==> src/rtl/config_pkg.sv <==
// config_pkg: shared fixed-point and vector types for the ternary matmul datapath.
package config_pkg;
  localparam int D = 4;
  localparam int FixedPointPrecision = 16;
  typedef logic signed [FixedPointPrecision-1:0] fixed_point_t;
  typedef fixed_point_t [D-1:0] vector_t;
  typedef logic [$clog2(D)-1:0] vec_idx_t;
endpackage

==> src/rtl/ternary_vector_stream_io_unpacker.sv <==
// vector_unpacker: captures a result vector and replays it as a serial element stream.
module vector_unpacker
  import config_pkg::*;
#(
  parameter int N = D,
  parameter int W = FixedPointPrecision,
  localparam int IW = N > 1 ? $clog2(N) : 1
) (
  input  logic                clk_i,
  input  logic                rst_i,
  input  logic [N-1:0][W-1:0] vec_i,
  input  logic                valid_i,
  output logic                ready_o,
  output logic [W-1:0]        elem_o,
  output logic                valid_o,
  input  logic                ready_i,
  output logic                last_o
);
  typedef enum logic {IDLE, DRAIN} ul_state_t;
  ul_state_t st_q, st_d;
  logic [IW-1:0] out_idx;
  logic [N-1:0][W-1:0] result;
  logic out_fire, at_last;
  assign ready_o = st_q == IDLE;
  assign valid_o = st_q == DRAIN;
  assign at_last = out_idx == IW'(N-1);
  assign elem_o = result[out_idx];
  assign last_o = valid_o && at_last;
  assign out_fire = valid_o && ready_i;
  always_comb
    st_d = st_q == IDLE ? (valid_i ? DRAIN : IDLE) : (out_fire && at_last ? IDLE : DRAIN);
  always_ff @(posedge clk_i) begin
    if (rst_i) begin
      st_q <= IDLE;
      out_idx <= '0;
      result <= '0;
    end else begin
      st_q <= st_d;
      if (ready_o && valid_i) result <= vec_i;
      if (out_fire) out_idx <= at_last ? '0 : out_idx + 1'b1;
    end
  end
endmodule

==> src/rtl/ternary_vector_stream_io.sv <==
// ternary_vector_stream_io: serial<->vector adapter around ternary_matmul; TVSIO_LAST_CHECK_EN enables s_last_i framing check.
module ternary_vector_stream_io
  import config_pkg::*;
#(
  parameter int N = D,
  localparam int ELEM_W = FixedPointPrecision,
  localparam int IW = N > 1 ? $clog2(N) : 1
) (
  input  logic                     clk_i,
  input  logic                     rst_i,
  input  logic [ELEM_W-1:0]        s_elem_i,
  input  logic                     s_valid_i,
  output logic                     s_ready_o,
  input  logic                     s_last_i,
  output logic [N-1:0][ELEM_W-1:0] mm_vector_o,
  output logic                     mm_valid_o,
  input  logic                     mm_ready_i,
  input  logic [N-1:0][ELEM_W-1:0] mm_vector_i,
  input  logic                     mm_valid_i,
  output logic                     mm_ready_o,
  output logic [ELEM_W-1:0]        m_elem_o,
  output logic                     m_valid_o,
  input  logic                     m_ready_i,
  output logic                     m_last_o,
  output logic                     err_o
);
  typedef enum logic [1:0] {FILL, PRESENT, HOLD} ld_state_t;
  ld_state_t ld_q, ld_d;
  logic [IW-1:0] in_idx;
  logic [N-1:0][ELEM_W-1:0] operand;
  logic in_fire, in_last, cap;
  assign s_ready_o = ld_q == FILL;
  assign mm_valid_o = ld_q == PRESENT;
  assign mm_vector_o = operand;
  assign in_fire = s_valid_i && s_ready_o;
  assign in_last = in_idx == IW'(N-1);
  assign cap = mm_valid_i && mm_ready_o;
  // Operand stays frozen through HOLD: the matmul reads it element by element while working.
  always_comb
    ld_d = ld_q == FILL ? (in_fire && in_last ? PRESENT : FILL) :
           ld_q == PRESENT ? (mm_ready_i ? HOLD : PRESENT) :
           (cap ? FILL : HOLD);
  always_ff @(posedge clk_i) begin
    if (rst_i) begin
      ld_q <= FILL;
      in_idx <= '0;
      operand <= '0;
    end else begin
      ld_q <= ld_d;
      if (in_fire) begin
        operand[in_idx] <= s_elem_i;
        in_idx <= in_last ? '0 : in_idx + 1'b1;
      end
    end
  end
`ifdef TVSIO_LAST_CHECK_EN
  logic err_q;
  assign err_o = err_q;
  always_ff @(posedge clk_i) begin
    if (rst_i) err_q <= 1'b0;
    else if (in_fire && (s_last_i != in_last)) err_q <= 1'b1;
  end
`else
  logic unused_last;
  assign unused_last = s_last_i;
  assign err_o = 1'b0;
`endif
  vector_unpacker #(.N(N), .W(ELEM_W)) u_unpacker (
    .clk_i   (clk_i),
    .rst_i   (rst_i),
    .vec_i   (mm_vector_i),
    .valid_i (mm_valid_i),
    .ready_o (mm_ready_o),
    .elem_o  (m_elem_o),
    .valid_o (m_valid_o),
    .ready_i (m_ready_i),
    .last_o  (m_last_o)
  );
endmodule

==> config.mk <==
export PLATFORM = sky130hd
export DESIGN_NAME = ternary_vector_stream_io
export DESIGN_NICKNAME = d
export VERILOG_FILES = /design/src/rtl/config_pkg.sv /design/src/rtl/ternary_vector_stream_io_unpacker.sv /design/src/rtl/ternary_vector_stream_io.sv
export SDC_FILE = /design/constraint.sdc
export NUM_CORES = 1
export LEC_CHECK = 0
export BUFFER_PORTS_ARGS = -buffer_cell sky130_fd_sc_hd__buf_2
export CAP_MARGIN = 5
export CORE_ASPECT_RATIO = 0.8
export CORE_MARGIN = 2
export CORE_UTILIZATION = 54
export CTS_CLUSTER_DIAMETER = 200
export DETAILED_ROUTE_END_ITERATION = 16
export GPL_TIMING_DRIVEN = 0
export PLACE_DENSITY = 0.92
export SYNTH_ARGS = -nofsm -noshare
export SYNTH_HDL_FRONTEND = slang
export SYNTH_SLANG_ARGS = --single-unit
==> constraint.sdc <==
create_clock -name clk_i -period 3.87 [get_ports clk_i]
set_input_delay 0 -clock clk_i [delete_from_list [all_inputs] [get_ports clk_i]]
set_output_delay 0 -clock clk_i [all_outputs]
set_load 0.1 [all_outputs]
==> flow_summary.toml <==
[run_status]
outcome = "finished clean"

[logic_synthesis]
synthCells = 628
synthDistinctLibCells = 27
synth_mux_area_share_pct = 7.13
synth_compound_gate_area_share_pct = 13.5
yosys_warnings = 0
synth.avg_cell_area_um2 = 8.50
synth_commonest_cells = "nand2_1, dfxtp_1, a21oi_1"
synth_xor_area_share_pct = 0
synth-edff-count = 0
synth_top_family_by_area = "simple AND/OR/NAND/NOR gates"
synthMostInstantiatedCell = "nand2_1"
yosysTopAreaCellShare_pct = 50.6
yosysSeqAreaShare_pct = 50.6
ys_ff_latch = 135
synth_adder_area_share_pct = 1.17
synth-simple-area-share_pct = 21.3
synth_ff_type = "dfxtp_1"
synth_async_sr_flop_share_pct = 0
syn-cell-area_um2 = 5340
ys_top_cells_by_area = "dfxtp_1, nand2_1, a21oi_1, mux4_2, buf_6"
synth_area_leader_cell = "dfxtp_1"
syn_nets = 720

[final_layout]
multi_input_area_um2 = 2300
layout-drive-gt1-share_pct = 29.8
stdcell_count = 1033
layout.nets = 991
fillers = 616
seqCellArea_um2 = 2700
syn_to_final_growth_pct = 45.6

[worst_setup_path]
worst-path-buf-inv = 3
crit_fanout = 10
slowest_stage = "buf_2"
cp_top_family = "buffers and inverters"
worst-setup-path-type = "reg2out"
crit_required_ns = 3.87
cpMostUsedCell = "buf_2"
path_cells = "buf_2, buf_2, mux4_2, buf_2"
max_stage_delay_ns = 0.43
worstPathArrival_ns = 2.13
crit_path_end_kind = "primary output"
critPathLaunchType = "flip-flop"

[cts]
clk_pin_slew_ns = 0.06
cts_sinks = 135
clock_latency_ns = 0.41
cts_setup_buffers = 0
cts_buffer_depth = 2
root_buffer = "clkbuf_16"
htreeDepth = 4
tritoncts = "done"
numCtsBuffers = 17
cts_resized = 0

[global_route]
grtUsageTotal_pct = 34.9
grt_pass1_vias = 5759
antenna_found_initial = 1
grt_max_degree = 17
grt_first_pass_wirelength_mm = 28.2
overflow = 0

[run]
max_cap_violations = 0

[sta]
fin_setup_tns_ns = 0
fin_crit_sh_pct = 55.1
drv_slew = 0
rsz0062_at_grt = "false"
hold_violations = 0
period_minus_slack_ns = 2.13
setup_viol = 0
fin_worst_skew_ns = 0.00885
worst_slew_pin_slew_ns = 0.695
fmax_ghz = 0.469
maxSlewHeadroom_pct = 53.7

[detailed_routing]
wl_mm = 18.2
postRouteAntennaNets = 0
viasPerCell = 5.54
drc = 0
drt_pass1_iterations = 8
via_count = 5722
wl_per_cell_um = 17.6
drtIter0Drc = 455

[floorplan]
die_area_um2 = 10700
io_pins = 173
placementRows = 32
die_h_um = 92.9
die_w_um = 115
core_um2 = 9610
start_util_pct = 55.5

[placed_design]
portBuffers = 169
place_hpwl_mm = 11.2
dp.cells = 916
gp_congestion = 0.861

[pwr]
power.density_nw_per_um2 = 494
vdd.ir_drop.worst_mv = 0.324
p_leak_nw = 3.34

[min_path]
min_path_type = "in2reg"
## flip-flops by register name (all words and copies together) (netlist names)
signal / flops
u_unpacker.out_idx: 2
mm_vector_o: 64
ld_q: 2
u_unpacker.valid_o: 1
in_idx: 2
u_unpacker.result: 64
## cells by family after synthesis
| kind of cell | Yosys count |
|---|---|
| AOI/OAI and AO/OA | 133 |
| adders and majority gates | 5 |
| buffers and inverters | 55 |
| DFF | 135 |
| muxes | 18 |
| other | 1 |
| and+or+nand+nor | 281 |
## power by group
group | switching (mW) | total (mW) | internal, mW | leakage [nW]
combinational | 0.517 | 0.727 | 0.210 | 1.96
clock | 0.604 | 1.62 | 1.01 | 0.287
sequential | 0.0375 | 1.50 | 1.46 | 1.10
## routing by layer
metal	up-vias	GRT usage [%]	routed length [µm]
met1	2621	41.3	6970
met5	-	0	0
met2	366	55.8	8500
met3	132	8.44	1450
li1	2603	-	-
met4	0	24.3	1260
## cells in the final DEF, fill, tap and decap left out, types with 2 or more instances in the layout
cell type,instances
clkbuf_16,17
a21oi_1,118
bufinv_16,2
clkbuf_2,3
ha_1,5
clkbuf_1,11
clkbuf_8,4
buf_6,10
nand2_1,259
nand4bb_1,4
and4bb_2,4
inv_1,3
mux4_2,16
a21oi_2,12
clkinv_4,2
nor2_1,6
clkinv_2,3
buf_2,190
nand2b_1,2
diode_2,2
dlygate4sd3_1,83
buf_1,2
mux2i_1,2
clkinvlp_4,4
dfxtp_1,135
nor2b_1,2
buf_4,5
## cell type report
type                            instances  area share, %
Antenna cell                            2         0.0644
Buffer                                 52           4.11
Clock buffer                           21           6.18
Clock inverter                         11           1.58
Inverter                                3          0.145
Multi-Input combinational cell        438           29.6
Sequential cell                       135           34.8
Tap cell                              119           1.92
Timing Repair Buffer                  252           21.6
## what timing repair did
action,in CTS,in global routing
setup endpoints to repair,0,0
endpoints found under the hold margin,133,0
hold buffers,83,0
## stage by stage
stage	hold slack (ns)	util, %	instance area (µm²)	setup WS (ns)	power (mW)
finish	0.0899	80.9	7770	1.74	3.84
global route	0.118	80.8	7770	1.69	3.95
CTS	0.0756	80.8	7760	1.77	3.82
detailed placement	0.226	65.9	6330	2.20	2.16
global placement	0.225	65.9	6330	2.24	2.15
floorplan	0.0956	-	5340	1.56	2.00
## worst paths after layout
kind,from,endpoint,slack [ns],cells after the start
setup reg to reg,in_idx[1],mm_vector_o[26],2.25,7
setup / recovery,u_unpacker.out_idx[1],m_elem_o[6],1.74,4
hold reg to reg,mm_vector_o[15],mm_vector_o[15],0.45,2
hold / removal,s_valid_i,in_idx[0],0.09,4
## worst min-delay path: stages
cell and delay (ns):
buf_2 0.15, nor3b_1 0.18, nand2_1 0.06, o31ai_1 0.05
Note: power is estimated with default switching activity, not from simulation.
